File: src/rtl/muldiv_unit.sv
// muldiv_unit: multi-cycle multiply/divide unit for the execute stage.
//
// Handles MULT/MULTU (shift-add, 2*WIDTH product on hi:lo) and DIV/DIVU
// (restoring, quotient on lo, remainder on hi). Signed ops run on operand
// magnitudes, and the sign is fixed up once at the end. Every operation
// takes the same number of cycles, whatever the op or operand values.
//
// Ports:
//   clk, rst_n   rising-edge clock, asynchronous active-low reset
//   start        request pulse, sampled only while busy=0
//   op           00 MULT, 01 MULTU, 10 DIV, 11 DIVU
//   a, b         operand A / dividend, operand B / divisor
//   flush        cancels an in-flight operation (no valid, results held)
//   busy         operation in progress
//   valid        one-cycle pulse when hi/lo are updated
//   hi, lo       product high/low, or remainder/quotient
//   div_by_zero  last completed op was a DIV/DIVU with b=0
module muldiv_unit #(
    parameter int WIDTH = 32
) (
    input  logic             clk,
    input  logic             rst_n,
    input  logic             start,
    input  logic [1:0]       op,
    input  logic [WIDTH-1:0] a,
    input  logic [WIDTH-1:0] b,
    input  logic             flush,
    output logic             busy,
    output logic             valid,
    output logic [WIDTH-1:0] hi,
    output logic [WIDTH-1:0] lo,
    output logic             div_by_zero
);

    localparam int CNT_W = $clog2(WIDTH + 1);

    typedef enum logic [1:0] {IDLE, RUN, FIN} state_t;

    // Operation context latched at accept time
    typedef struct packed {
        logic [1:0] op;
        logic       sa;   // dividend / multiplicand A negative (signed ops only)
        logic       sb;   // divisor / operand B negative (signed ops only)
    } req_t;

    state_t                 state, state_nx;
    req_t                   req;
    logic [CNT_W-1:0]       cnt;
    logic [WIDTH-1:0]       mag_a;   // multiplier (shifts right) or dividend/quotient (shifts left)
    logic [WIDTH-1:0]       mag_b;   // multiplicand or divisor
    logic [WIDTH-1:0]       a_raw;   // original dividend, returned on hi for divide by zero
    logic [2*WIDTH-1:0]     acc;

    logic                   is_signed, is_div, a_neg, b_neg, div0;
    logic [WIDTH:0]         mul_sum;
    logic [2*WIDTH-1:0]     mul_nx;
    logic [WIDTH:0]         r_sh;
    logic [WIDTH+1:0]       diff;
    logic                   qbit;
    logic [2*WIDTH-1:0]     prod;
    logic [WIDTH-1:0]       quo, rem;

    assign busy = (state != IDLE);

    // ---------------- FSM ----------------
    always_ff @(posedge clk or negedge rst_n) begin
        if (!rst_n) state <= IDLE;
        else        state <= state_nx;
    end

    always_comb begin
        state_nx = state;
        case (state)
            IDLE: if (start && !flush) state_nx = RUN;
            RUN: begin
                if (flush)                    state_nx = IDLE;
                else if (cnt == CNT_W'(1))    state_nx = FIN;
            end
            FIN:     state_nx = IDLE;
            default: state_nx = IDLE;
        endcase
    end

    // ---------------- iteration datapath ----------------
    always_comb begin
        is_signed = ~req.op[0];
        is_div    = req.op[1];
        a_neg     = ~op[0] & a[WIDTH-1];
        b_neg     = ~op[0] & b[WIDTH-1];

        // Shift-add: add into the upper half with carry, then shift the
        // whole accumulator right one place.
        mul_sum = {1'b0, acc[2*WIDTH-1:WIDTH]} + (mag_a[0] ? {1'b0, mag_b} : '0);
        mul_nx  = {mul_sum, acc[WIDTH-1:1]};

        // Restoring divide: partial remainder lives in acc[2W-2:W-1]. One
        // extra bit is needed for the shifted remainder, one for the borrow.
        r_sh = {acc[2*WIDTH-2:WIDTH-1], mag_a[WIDTH-1]};
        diff = {1'b0, r_sh} - {2'b0, mag_b};
        qbit = ~diff[WIDTH+1];

        // Sign correction for the result
        div0 = (mag_b == '0);
        prod = acc;
        if (is_signed && (req.sa ^ req.sb)) prod = -acc;
        quo = mag_a;
        rem = acc[2*WIDTH-2:WIDTH-1];
        if (is_signed && (req.sa ^ req.sb)) quo = -mag_a;
        if (is_signed && req.sa)            rem = -acc[2*WIDTH-2:WIDTH-1];
    end

    always_ff @(posedge clk or negedge rst_n) begin
        if (!rst_n) begin
            req         <= '0;
            cnt         <= '0;
            mag_a       <= '0;
            mag_b       <= '0;
            a_raw       <= '0;
            acc         <= '0;
            hi          <= '0;
            lo          <= '0;
            valid       <= 1'b0;
            div_by_zero <= 1'b0;
        end else begin
            valid <= 1'b0;
            case (state)
                IDLE: begin
                    if (start && !flush) begin
                        req   <= '{op: op, sa: a_neg, sb: b_neg};
                        mag_a <= a_neg ? -a : a;
                        mag_b <= b_neg ? -b : b;
                        a_raw <= a;
                        acc   <= '0;
                        cnt   <= CNT_W'(WIDTH);
                    end
                end
                RUN: begin
                    if (!flush) begin
                        cnt <= cnt - CNT_W'(1);
                        if (is_div) begin
                            acc[2*WIDTH-1:WIDTH-1] <= qbit ? diff[WIDTH:0] : r_sh;
                            mag_a <= {mag_a[WIDTH-2:0], qbit};
                        end else begin
                            acc   <= mul_nx;
                            mag_a <= mag_a >> 1;
                        end
                    end
                end
                FIN: begin
                    if (!flush) begin
                        valid <= 1'b1;
                        if (!is_div) begin
                            {hi, lo}    <= prod;
                            div_by_zero <= 1'b0;
                        end else if (div0) begin
                            hi          <= a_raw;
                            lo          <= '1;
                            div_by_zero <= 1'b1;
                        end else begin
                            hi          <= rem;
                            lo          <= quo;
                            div_by_zero <= 1'b0;
                        end
                    end
                end
                default: ;
            endcase
        end
    end

endmodule

File: config.mk
export PLATFORM = sky130hd
export DESIGN_NAME = muldiv_unit
export DESIGN_NICKNAME = d
export VERILOG_FILES = /design/src/rtl/muldiv_unit.sv
export SDC_FILE = /design/constraint.sdc
export NUM_CORES = 1
export LEC_CHECK = 0
export ABC_CLOCK_PERIOD_IN_PS = 3600
export CORE_AREA = 10 10 203 205
export DETAILED_ROUTE_END_ITERATION = 6
export DIE_AREA = 0 0 213 215
export HOLD_SLACK_MARGIN = 0.05
export PLACE_DENSITY = 0.69
export SYNTH_ARGS = -nofsm -noshare
export SYNTH_HDL_FRONTEND = slang
export SYNTH_SLANG_ARGS = --single-unit
File: constraint.sdc
create_clock -name clk -period 3.6 [get_ports clk]
set_input_delay 0.72 -clock clk [delete_from_list [all_inputs] [get_ports clk]]
set_output_delay 0.72 -clock clk [all_outputs]
set_load 0.01 [all_outputs]
# == Word level (Yosys, flattened, before mapping) ==
# Index checks and enable logic that the tools add are counted.
# totals
ff_bits,238
inputBits,70
out_inout_bits,67
wordCells,80
# classes
addsub,8
eq_ne,7
n_mux,31
bitwise_logic,7
n_reduce_logical,13
# op_table
cell,n
32-bit 2-to-1 mux,12
64-bit 2-to-1 mux,3
32-bit negator,4
64-bit one-hot mux with 2 select lines,1
33-bit 2-to-1 mux,2
64-bit negator,1
32-bit one-hot mux with 2 select lines,1
33-bit by 32-bit subtractor with 34-bit output,1
32-bit by 32-bit adder with 33-bit output,1
32-bit logical NOT,1
31-bit 2-to-1 mux,1
6-bit 2-to-1 mux,2
6-bit one-hot mux with 2 select lines,1
"6-bit by 1-bit == test with 1-bit output, second input constant",1
2-bit 2-to-1 mux,3
"2-bit inequality test, second input constant",3
2-bit AND reduction,3
"6-bit by 1-bit subtractor with 6-bit output, second input constant",1
1-bit 2-to-1 mux,4
1-bit NOT,4
2-bit one-hot mux with 2 select lines,1
4-bit AND reduction,1
2-bit nonzero test,2
1-bit logical AND,3
8 further kinds,9

# == Longest topological paths before layout ==
# Gate-level depths: netlist of run 1.
# logic_depth
ltp_word,5
ltp_mapped,14
depth_no_buf,13

# == Worst setup path before layout of run 1 ==
# OpenSTA, ideal clock, no wires.
# synth_path
kind,reg-to-reg
startpoint,register mag_a[0]
endpoint,register acc[60]
setup_ps,139
t_arrival_ps,3003
required_time_ps,3461
path_slack_ps,458
stages_incl_launch_ff,15
path_buffers,2
synth_period_minus_slack_ps,3142
cell_sequence,dfrtp_1 > inv_1 > clkbuf_1 > nor2_1 > ha_1 > clkbuf_1 > a2111oi_0 > o21ai_0 > o21ai_0 > o31a_1 > o211ai_1 > a31o_2 > a211o_1 > a32oi_1 > o221ai_1
# synth_between
elab_chain_cells,5
# synth_rtl
element,line,source
"start, declared",49,logic [WIDTH-1:0] mag_a;
"start signal, assigned",130,mag_a <= a_neg ? -a : a;
"start signal, assigned",142,"mag_a <= {mag_a[WIDTH-2:0], qbit};"
"start signal, assigned",145,mag_a <= mag_a >> 1;
32-bit 2-to-1 mux,93,"mul_sum = {1'b0, acc[2*WIDTH-1:WIDTH]} + (mag_a[0] ? {1'b0, mag_b} : '0);"
32-bit by 32-bit adder with 33-bit output,93,
33-bit 2-to-1 mux,140,if (is_div) begin
64-bit 2-to-1 mux,138,if (!flush) begin
64-bit one-hot mux with 2 select lines,126,case (state)
"end signal, assigned by index",141,acc[2*WIDTH-1:WIDTH-1] <= qbit ? diff[WIDTH:0] : r_sh;
"end signal, assigned",144,acc <= mul_nx;
"end, declared",52,logic [2*WIDTH-1:0] acc;
# Every way passes these cells. The select of a mux whose other input is x is not followed.
# A chain may end at the register's enable or synchronous reset.

# == Worst setup path in the final report of run 1 ==
# layout_path
startpoint,register mag_b[0]
endpoint,register acc[61]
# layout_between
elab_chain_cells,5
word_cells_on_any_way,7
classes_between,2 x add/sub; 5 x mux
# layout_rtl
element,line,source
"start, declared",50,logic [WIDTH-1:0] mag_b;
"start signal, assigned",131,mag_b <= b_neg ? -b : b;
33-bit by 32-bit subtractor with 34-bit output / 32-bit 2-to-1 mux (equally long branches),"99, 93",
33-bit 2-to-1 mux / 32-bit by 32-bit adder with 33-bit output (equally long branches),"141, 93",
33-bit 2-to-1 mux *,140,
64-bit 2-to-1 mux *,138,
64-bit one-hot mux with 2 select lines *,126,
# Every way passes the cells marked *; elsewhere a longest branch is shown, timed or not. The select of a mux whose other input is x is not followed.

==> run metrics, run 1 <==
status complete, no violations; WS Path Type reg2reg; WL/cell approximately 21 µm; Post-synth ARST share 100%; Hold Path Class in2async; Cell Rows 71; via count around 18k; Startpoint Class register; most frequent cells in the layout nand2_1, o21ai_0, dfrtp_1, nor2_1, a21oi_1; Syn Std Cell Area approximately 18000 µm²; worst path bufs/invs 1; H-tree depth 1; WL final approximately 61 mm; Final Cycle Share 95.8%; sequential power share roughly a quarter; Yosys reg bits roughly 240; pin count of the biggest net entering global routing 94; syn nets 2450; final worst path period need roughly 3.4 ns; Post-Syn Instances 2307; Clock Latency Late Sink 0.57 ns; combinational fraction of design power 57.4%; dpl hpwl between 40 and 50 mm; post-route ant nets 0; leading area contributor after synthesis dfrtp_1; register area between 5000 and 6000 µm²; final setup margin 0.153 ns; Seq/Total Area, Yosys 32.5%; Multi-input gate area about 12000 µm²; critical path capture point type register; slowest cell on the critical path dfrtp_2; Synth cell types 96; FF-to-FF setup slack approximately 0.15 ns; worst endpoint data arrival time ~3.9 ns; I/O pin cnt about 140; Critical Path Most Common Cell a211o_1; final-stage net count 2547; Yosys warning total 0; Inserted Clock Buffers 27; GPL Wtd Cong 0.979; unrepaired setup endpoints after global routing false; max_slew headroom between 30% and 40%; drt via density ~6; Max FO, Critical Path 4; Least-Margin Pin Slew around 0.90 ns; Area Overhead vs Synth 16.6%; Starting Density ~49%; commonest non-fill, non-tap cell in the layout nand2_1; DRT iter0 DRCs 1899; Setup Fix Bufs, Post-CTS 0; Hold Buf Count CTS 0; die area roughly 46000 µm²; share of layout cells above drive strength 1 under 10%; count of pins over their slew limit 0; Peak Freq 290 MHz; leakage dissipation 9.66 nW; synth top area cells dfrtp_1, nand2_1, o21ai_0; switching fraction of total power between 40 and 50%; Setup WS pre-CTS between 0.06 and 0.07 ns; Top Family by Delay on Critical Path compound AO/OA/AOI/OAI gates; Pwr Total 0.0170 W; Clock Tree Buf Depth 3; slowest stage delay, CP roughly 0.45 ns; maximum vdd ir drop ~0.45 mV; Cell Area, Placed about 20000 µm²; Most used DFF post-synth dfrtp_1; initial antenna violation count 1; area share of the largest cell type after synthesis 32.5%; CTS Sinks 238; Power Density between 700 and 800 nW/µm²; internal power about 0.0090 W; antenna diode count 0; design area ~21000 µm²; Post-Route Skew between 0.01 and 0.015 ns; Setup-failing EPs final 0; max-capacitance violation count 0; number of flops mapped to enable cells by yosys 0; drc violations 0; sum of negative setup slack 0 ns; gr ovfl total 0; Die Width around 210 µm; WHS roughly 0.18 ns; CP cell instances and2_1 > ha_1 > inv_1 > fa_1 > nand2b_1 > a21oi_1 > o21ai_1 > a211o_1 > a21oi_2 > o2111ai_1 > a211o_1 > o311a_1 > a32o_1; core region area 37200 µm²; clock share of power approximately 18%; Chip Height ~220 µm; root buffer selected by CTS clkbuf_16; # fillers roughly 3.4k; CP Data Required Time around 4 ns; PortBufs about 140; Total GRT Usage approximately a quarter; final hold vios 0; vias in the first global route 16.6k; Initial DRT Pass Iterations 5; CTS tree yes; Clock transition at path regs approximately 0.060 ns; first-pass GRT wire length roughly 96 mm; Mean Syn Cell Area 7.95 µm²; Psw approximately 0.0080 W
[layout make-up]
type / count / area share [%]
Timing Repair Buffer: 221 / 9.67
Clock inverter: 16 / 1.01
Inverter: 77 / 1.35
Sequential cell: 238 / 27.9
Clock buffer: 34 / 3.47
Multi-Input combinational cell: 1839 / 53.8
Tap cell: 474 / 2.77
[synthesized netlist by cell type, types with 6 or more instances]
cell	number
a21oi_1	159
mux2i_1	56
and2_1	7
nand2b_1	21
a22o_1	29
o211ai_1	23
buf_1	14
nor4_1	30
ha_1	71
or3_1	17
a21o_1	24
o21ai_0	273
nand2_1	369
nand3_1	28
nor2_1	171
dfrtp_1	238
clkbuf_1	125
o41ai_1	13
a22oi_1	20
o31ai_1	33
a211oi_1	12
or4_1	9
nor3_1	40
and3_1	16
xnor2_1	133
nand4_1	14
o21ai_1	8
xor2_1	95
o21bai_1	7
a31oi_1	17
o22ai_1	28
inv_1	76
nor2b_1	11
a211o_1	6
[per-stage QoR]
step	cells	util, %
4_1_cts	2899	57.4
3_3_place_gp	2849	54.8
5_1_grt	2899	57.4
3_5_place_dp	2849	54.8
6_report	2899	57.4
2_1_floorplan	2307	-
[logic make-up after synthesis]
group	Yosys count	synth area share [%]
AOI/OAI and AO/OA	702	23.3
xor gates and xnor gates	228	10.9
adders and majority gates	73	5.06
buffers and inverters	230	5.06
DFF	238	32.5
muxes	59	3.30
and+or+nand+nor	777	19.9
[worst reg2reg max path, cell delays in order, from the launching register on]
cell       delay [ns]
dfrtp_2          0.45
and2_1           0.17
ha_1             0.19
inv_1            0.07
fa_1             0.39
nand2b_1         0.17
a21oi_1          0.21
o21ai_1          0.18
a211o_1          0.36
a21oi_2          0.26
o2111ai_1        0.22
a211o_1          0.29
o311a_1          0.12
a32o_1           0.25
[sequential cells by signal (all words and copies together), names as in the netlist]
name	cells
cnt	6
mag_a	32
mag_b	32
req	3
hi	32
lo	32
state	2
is_div	1
valid	1
acc	64
a_raw	32
div_by_zero	1
[layer usage]
layer / routed length (µm) / global-route usage, % / up-vias
li1: - / - / 8364
met1: 28300 / 38.8 / 8522
met2: 25800 / 37.7 / 780
met3: 5890 / 5.18 / 95
met4: 1300 / 5.38 / 2
met5: 13 / 0 / -
[power groups by stage]
stage          Clock [W]  Combinational, W  Sequential [W]
2_1_floorplan          0           0.00662         0.00384
3_3_place_gp           0           0.00937         0.00422
3_5_place_dp           0           0.00951         0.00425
4_1_cts          0.00302           0.00955         0.00421
5_1_grt          0.00314            0.0106         0.00432
6_report         0.00300           0.00974         0.00424
[worst paths after layout]
check / startpoint / endpoint / cells after the start
hold / removal: rst_n / lo[17] / 1
setup reg to reg: mag_b[0] / acc[61] / 13
max in group asynchronous: rst_n / hi[17] / 2
hold reg to reg: lo[24] / lo[24] / 2
min in group clk: lo[24] / lo[24] / 2
setup / recovery: mag_b[0] / acc[61] / 13
[what timing repair did]
action / 4_1_cts / 5_1_grt
endpoints found under the hold margin: 0 / 0
setup endpoints to repair: 0 / 6
gates resized for setup: 0 / 4
Note: power is estimated with default switching activity, not from simulation.
==> inputs of run 2 (changes only) <==
Settings changed: ABC_CLOCK_PERIOD_IN_PS 3600 to 4300, GPL_ROUTABILITY_DRIVEN set to 0, HOLD_SLACK_MARGIN 0.05 to 0.06.
Clock period 3.6 ns to 4.3 ns, I/O delays scaled along.
==> run 2 against run 1 <==
Effect of this change:
- utilization decreased by 1.3 points
- clock skew increased by 0.0042 ns
- critical endpoint is now acc[32]
- critical path type unchanged
- largest power group unchanged
- global-route usage decreased by 0.82 points
==> run metrics, run 2 (synthesized netlist as in run 1, its figures left out) <==
most frequent cells in the layout nand2_1, o21ai_0, dfrtp_1, nor2_1, a21oi_1; Clock Latency Late Sink 0.57 ns (about the same); sum of negative setup slack 0 ns (unchanged); max_slew headroom 21.5% (-18 points); Cell Rows 71 (unchanged); Startpoint Class register; dpl hpwl 44.3 mm (-4.5%); share of layout cells above drive strength 1 5.93% (-2.0 points); register area 5960 µm² (about the same); count of pins over their slew limit 0 (unchanged); Psw 0.00637 W (-20%); first-pass GRT wire length 93.6 mm (-2.4%); Reg with most FFs acc; leakage dissipation 9.38 nW (-2.9%); Starting Density 49.2% (unchanged); internal power 0.00699 W (-22%); Max FO, Critical Path 32 (+28); combinational fraction of design power 55.8% (-1.6 points); WL final 59.3 mm (-3.3%); Setup-failing EPs final 0 (unchanged); max reg flops 64 (unchanged); clock share of power 16.7% (-0.9 points); # fillers 3443 (+0.29%); final worst path period need 3.65 ns (+0.203 ns); Die Width 213 µm (unchanged); Total GRT Usage 25.2% (-0.82 points); Setup Fix Bufs, Post-CTS 0 (unchanged); maximum vdd ir drop 0.389 mV (-13%); die area 45800 µm² (unchanged); Post-Route Skew 0.0164 ns (+0.00416 ns); via count 17.7k (-0.59%); Hold Path Class in2async; commonest non-fill, non-tap cell in the layout nand2_1; final-stage net count 2501 (-1.8%); # resized after CTS 0 (unchanged); Final Cycle Share 84.9% (-11 points); H-tree depth 1 (unchanged); initial antenna violation count 2 (+1); Setup WS pre-CTS 0.596 ns (+0.530 ns); I/O pin cnt 137 (unchanged); post-route ant nets 0 (unchanged); Initial DRT Pass Iterations 5 (unchanged); worst endpoint data arrival time 4.12 ns (+0.22 ns); CTS Sinks 238 (unchanged); Peak Freq 274 MHz (-5.6%); Multi-input gate area 11500 µm² (about the same); critical path capture point type register; Clock Tree Buf Depth 3 (unchanged); sequential power share 27.5% (+2.5 points); Pwr Total 0.0134 W (-21%); switching fraction of total power 47.7% (+0.66 points); unrepaired setup endpoints after global routing false; CP Data Required Time 4.77 ns (+0.72 ns); core region area 37200 µm² (unchanged); PortBufs 136 (unchanged); Area Overhead vs Synth 13.9%; final setup margin 0.650 ns (+0.497 ns); drt via density 6.19 (+1.1%); CTS tree yes; Power Density 640 nW/µm² (-19%); WS Path Type reg2reg; drc violations 0 (unchanged); pin count of the biggest net entering global routing 85 (-9.6%); gr ovfl total 0 (unchanged); status complete, no violations; Clock transition at path regs 0.07 ns (about the same); Inserted Clock Buffers 27 (unchanged); max-capacitance violation count 0 (unchanged); root buffer selected by CTS clkbuf_16; WL/cell 20.8 µm (-1.6%); Hold Buf Count CTS 0 (unchanged); Least-Margin Pin Slew 1.18 ns (+0.275 ns); DRT iter0 DRCs 2247 (+18%); vias in the first global route 16.5k (-1.0%); final hold vios 0 (unchanged); Chip Height 215 µm (unchanged)
[run 2: path summary, 6_finish.rpt]
check	start	end	depth (start not counted)	slack, ns
hold reg to reg	hi[24]	hi[24]	2	0.48
min in group clk	hi[24]	hi[24]	2	0.48
hold / removal	rst_n	lo[17]	1	0.30
setup / recovery	acc[40]	acc[32]	11	0.65
setup reg to reg	acc[40]	acc[32]	11	0.65
max in group asynchronous	rst_n	acc[54]	2	3.03
[run 2: metrics by stage]
stage          hold slack, ns  cell area (µm²)  utilization (%)  instances
5_1_grt                 0.360            20900             56.1       2850
3_3_place_gp            0.464            20000             53.8       2803
2_1_floorplan           0.440            18300                -       2307
3_5_place_dp            0.466            20000             53.8       2803
6_report                0.300            20900             56.1       2851
4_1_cts                 0.330            20900             56.1       2850
[run 2: critical path, cell delays in order (launching register included)]
cell and delay [ns]:
dfrtp_1 0.56, ha_1 0.53, a21oi_1 0.19, o21ai_0 0.39, and2_1 0.19, o21ai_0 0.13, nand4_1 0.22, nand4_1 0.17
a21oi_4 0.33, buf_12 0.28, mux2_2 0.36, o221ai_1 0.16
[run 2: power groups by stage]
stage	registers (W)	clock network, W	logic, W
6_report	0.00368	0.00223	0.00746
5_1_grt	0.00375	0.00236	0.00817
4_1_cts	0.00364	0.00225	0.00729
3_5_place_dp	0.00368	0	0.00725
3_3_place_gp	0.00366	0	0.00713
2_1_floorplan	0.00321	0	0.00554
[run 2: final cells by class]
type	count	area share (%)
diodes	1	0.0120
clock buffers	34	3.60
clock inverters	13	0.449
inverters	77	1.38
multi-input cells	1839	55.1
flip-flops and latches	238	28.5
well taps	474	2.84
repair buffers	175	8.12
[run 2: layer usage]
layer / GRT usage [%] / vias to the layer above / share of wire [%]
li1: - / 8263 / -
met1: 37.2 / 8414 / 45
met2: 36.5 / 865 / 42
met3: 4.80 / 117 / 10
met4: 6.59 / 0 / 2.6
met5: 0 / - / 0
